## src/rtl/jmp_pred_unit.sv

```systemverilog
// jmp_pred_unit: direct-mapped branch target buffer with a 2-bit direction
// counter per entry. Lookup is combinational on pc_now. Execute-stage branch
// resolution trains the table, and a mispredict produces a registered
// one-cycle flush_flag pulse.
// Optional build macro BPU_STATS_EN adds the saturating stat_upd/stat_mis counters.
module jmp_pred_unit #(
    parameter int          IDX_W    = 4,
    parameter logic [1:0]  CTR_INIT = 2'b10
) (
    input  logic        clk,
    input  logic        rst_n,
    input  logic [15:0] pc_now,
    input  logic        lookup_en,
    output logic        jmp_pred,
    output logic [15:0] pc_jmp,
    input  logic        upd_en,
    input  logic [15:0] upd_pc,
    input  logic        upd_taken,
    input  logic [15:0] upd_target,
    input  logic        upd_pred,
    input  logic [15:0] upd_pred_tgt,
`ifdef BPU_STATS_EN
    output logic [15:0] stat_upd,
    output logic [15:0] stat_mis,
`endif
    output logic        flush_flag
);

    localparam int ENTRIES = 1 << IDX_W;
    localparam int TAG_W   = 15 - IDX_W;

    logic [ENTRIES-1:0] valid_q;
    logic [TAG_W-1:0]   tag_q [ENTRIES];
    logic [15:0]        tgt_q [ENTRIES];
    logic [1:0]         ctr_q [ENTRIES];

    logic [IDX_W-1:0]   lk_idx, up_idx;
    logic [TAG_W-1:0]   lk_tag, up_tag;
    logic               lk_hit, up_hit, mis;

    assign lk_idx = pc_now[IDX_W:1];
    assign lk_tag = pc_now[15:IDX_W+1];
    assign up_idx = upd_pc[IDX_W:1];
    assign up_tag = upd_pc[15:IDX_W+1];

    // Lookup path: reads the registered table, so a same-cycle update is not yet visible
    always_comb begin
        lk_hit   = lookup_en & valid_q[lk_idx] & (tag_q[lk_idx] == lk_tag);
        jmp_pred = lk_hit & ctr_q[lk_idx][1];
        pc_jmp   = lk_hit ? tgt_q[lk_idx] : '0;
    end

    // Update-side hit test and mispredict detection
    always_comb begin
        up_hit = valid_q[up_idx] & (tag_q[up_idx] == up_tag);
        mis    = upd_en & ((upd_pred != upd_taken) |
                           (upd_taken & upd_pred & (upd_pred_tgt != upd_target)));
    end

    // Table training: counter update on a hit, allocation on a taken miss
    always_ff @(posedge clk) begin
        if (!rst_n) begin
            valid_q <= '0;
            for (int unsigned i = 0; i < ENTRIES; i++) begin
                tag_q[i] <= '0;
                tgt_q[i] <= '0;
                ctr_q[i] <= 2'b01;
            end
        end else if (upd_en) begin
            if (up_hit) begin
                if (upd_taken) begin
                    if (ctr_q[up_idx] != 2'b11) ctr_q[up_idx] <= ctr_q[up_idx] + 2'd1;
                    tgt_q[up_idx] <= upd_target;
                end else if (ctr_q[up_idx] != 2'b00) begin
                    ctr_q[up_idx] <= ctr_q[up_idx] - 2'd1;
                end
            end else if (upd_taken) begin
                valid_q[up_idx] <= 1'b1;
                tag_q[up_idx]   <= up_tag;
                tgt_q[up_idx]   <= upd_target;
                ctr_q[up_idx]   <= CTR_INIT;
            end
        end
    end

    // Flush pulse: one cycle after each mispredicting update, never held
    always_ff @(posedge clk) begin
        if (!rst_n) flush_flag <= 1'b0;
        else        flush_flag <= mis;
    end

`ifdef BPU_STATS_EN
    // Saturating event counters for updates and mispredicts
    always_ff @(posedge clk) begin
        if (!rst_n) begin
            stat_upd <= '0;
            stat_mis <= '0;
        end else begin
            if (upd_en && stat_upd != '1) stat_upd <= stat_upd + 16'd1;
            if (mis && stat_mis != '1)    stat_mis <= stat_mis + 16'd1;
        end
    end
`endif

endmodule

```

## config.mk

```make
export PLATFORM = sky130hd
export DESIGN_NAME = jmp_pred_unit
export DESIGN_NICKNAME = d
export VERILOG_FILES = /design/src/rtl/jmp_pred_unit.sv
export SDC_FILE = /design/constraint.sdc
export NUM_CORES = 1
export LEC_CHECK = 0
export ABC_AREA = 1
export CAP_MARGIN = 20
export CORE_UTILIZATION = 30
export CTS_CLUSTER_DIAMETER = 80
export DETAILED_ROUTE_END_ITERATION = 8
export PLACE_DENSITY = 0.49
export SETUP_SLACK_MARGIN = 0.15
export SLEW_MARGIN = 20
export SYNTH_ARGS = -nofsm -noshare
export SYNTH_HDL_FRONTEND = slang
export SYNTH_SLANG_ARGS = --single-unit
```

## constraint.sdc

```tcl
create_clock -name clk -period 4.1 [get_ports clk]
set_clock_uncertainty 0.1 [all_clocks]
set_input_delay 0.615 -clock clk [delete_from_list [all_inputs] [get_ports clk]]
set_output_delay 0.615 -clock clk [all_outputs]
set_load 0.05 [all_outputs]
```

==> reports/results.ini <==
[yosys]
yosys.area.top_type_share = 0.574
avgSynthCellArea_sq_um = 8.89
synth.distinct_cells = 41
synth-edff-count = 464
synthTopCellsByArea = edfxtp_1, nand2_1, nor2_1
ys_ff_latch = 481
synthArstFlopShare = 0
synth_top_area_cell = edfxtp_1
syn_nets = 2802
synth_cells = 2731
synth.cell_area_sq_um = 24300
synth-main-ff-cell = edfxtp_1
ys_warn_count = 0
yosysSeqAreaShare = 0.588

[timing]
finalSetupViolCount = 0
fmax_ghz = 0.262
finalMaxSlewViolations = 0
maxSlewHeadroom = 0.331
setup_ws_ns = 0.287
rsz0062_at_grt = no
tightest_slew_ns = 1.00
fin_crit_sh = 0.930
finalSetupTns_ns = 0
fin_crit_ns = 3.81
hold_violations = 0

[critical_path]
crit_buf_inv = 5
cpPeakStageDelay_ns = 0.58
crit_arrival_ns = 3.10
cp_common_cell = buf_4
slowest_stage = clkdlybuf4s50_1
cpLargestDelayFamily = buffers and inverters
worstSetupPathType = in -> out
crit_chain = clkdlybuf4s50_1 > clkinvlp_4 > buf_4 > buf_4 > a311o_1 > o31ai_1 > nor2_1 > buf_12
cp-end-kind = output pin
start_kind = input pin
worstPathRequired_ns = 3.38
crit_fanout = 21

[routing]
vias_per_cell = 5.14
drt_iter0_drc = 1846
drt_pre_antenna_iters = 6
drc = 0
wire_per_inst_microns = 21.4
vias = 20186
wl_microns = 84100
final_antenna_net_count = 0

[layout]
layout.nets = 2904
layout_commonest_cell = nand2_1
drive_above_1_share = 0.101
area_delta_synth_final_pct = 20.0
final_cell_mix = nand2_1, nor2_1, edfxtp_1
diodes = 0

[power]
p_per_area_nw_per_um2 = 417
p_comb_frac = 0.116
peakVddDrop_v = 0.000296
power_mw = 12.1
switching_share = 0.258
pwr-share-clk = 0.414
internal_power_mw = 9.01
switchingPower_mw = 3.13
p_leak_nw = 11.4
seq_power_share = 0.470

[floorplan]
fp.dieArea_sq_um = 82000
rows = 103
start_util = 0.305
top_level_ports = 88
core_sq_um = 79500
die_w_microns = 286
die_h_microns = 286

[run]
maxCapViolations = 0

[placement]
dp_slack_ns = 0.164
gp_congestion = 0.887
portBuffers = 85
dp_hpwl_microns = 53600

[cts]
clk_latency_ns = 0.64
root_buffer = clkbuf_16
cts_sinks = 481
htree_num_levels = 2
cts_made_buffers = 54
cts.clk_slew.worst_paths_ns = 0.06
cts_buffer_depth = 3
cts_tree = done

[global_routing]
grt_pass1_vias = 19505
grt_usage = 0.202
grt_max_degree = 129
grt_pass1_wl_microns = 124000
grt-ovfl-total = 0
antenna_found_initial = 0

[min_path]
hp-class = reg -> reg

[status]
status = finished clean

-- worst paths after layout --
check | slack, ns | cells past startpoint | from | endpoint
max | 0.29 | 8 | pc_now[4] | pc_jmp[5]
min | 0.36 | 2 | valid_q[3] | valid_q[3]
max reg2reg | 1.22 | 17 | tag_q[4][5] | tag_q[15][7]
min reg2reg | 0.36 | 2 | valid_q[3] | valid_q[3]
-- final cells by class --
class                      instances  area [sq um]
clock buffer                      68          1400
clock inverter                    32           404
fill                            8011         50400
inverter                         117           477
multi-input combinational       1932          8580
sequential                       481         14300
tap                             1050          1310
timing repair buffer             247          2670
-- power by group through the flow --
stage / Combinational (mW) / Sequential, mW / Clock [mW]
finish: 1.41 / 5.71 / 5.02
global route: 1.53 / 5.74 / 5.28
CTS: 1.40 / 5.71 / 5.12
detailed placement: 1.40 / 5.82 / 0
global placement: 1.39 / 5.81 / 0
floorplan: 0.789 / 5.79 / 0
-- metrics by stage --
| stage | hold slack (ns) | utilization | instances | area [sq um] |
|---|---|---|---|---|
| 4_1_cts | 0.356 | 0.365 | 3925 | 29000 |
| 2_1_floorplan | 0.329 | - | 2731 | 24300 |
| 5_1_grt | 0.380 | 0.366 | 3927 | 29100 |
| 3_3_place_gp | 0.346 | 0.342 | 3825 | 27200 |
| 6_report | 0.358 | 0.366 | 3927 | 29100 |
| 3_5_place_dp | 0.346 | 0.342 | 3825 | 27200 |
-- flip-flops by register name (all words and copies together), names as in the netlist --
name        count
valid_q        16
tag_q         176
ctr_q          32
flush_flag      1
tgt_q         256
-- cell families (layout without fill, tap and decap cells) --
| kind of cell | after synthesis | in the layout | share of synthesized area |
|---|---|---|---|
| simple gates | 1444 | 1444 | 0.230 |
| flops | 481 | 481 | 0.588 |
| compound gates | 472 | 472 | 0.116 |
| buf+inv | 318 | 464 | 0.0591 |
| xor+xnor | 14 | 14 | 0.00505 |
| fa+ha+maj | 1 | 1 | 0.000515 |
| mux | 1 | 1 | 0.000412 |
-- worst reg2reg max path: cells and delay by family (launching register included) --
kind	cells	cell delay (ns)
buffers and inverters	2	0.42
AND/OR/NAND/NOR	15	1.64
flip-flops	1	0.42
-- synthesized netlist by cell type (all sizes together) (3+ instances only) --
cell      n
a21oi   156
a221oi   50
a22oi    10
a311o    10
buf      83
clkbuf  118
clkinv   14
dfxtp    17
edfxtp  464
inv     103
nand2   762
nand3    75
nand4     5
nor2    596
o211ai   31
o21ai   173
o221ai   16
o22ai     8
o31ai    14
or2       3
xnor2    10
xor2      4
-- timing repair --
action                     in CTS  in global routing
setup endpoints to repair       0                 17
resized for setup               0                 18
hold buffers                    0                  0
setup buffers                   0                  1
-- per-layer routing --
metal / track usage / wire length, microns / part of all wire
met3: 0.0235 / 5440 / 0.065
met4: 0.0766 / 2930 / 0.035
met2: 0.343 / 40800 / 0.49
met1: 0.262 / 35000 / 0.42
met5: 0 / 0 / 0
(Power assumes the default switching activity.)
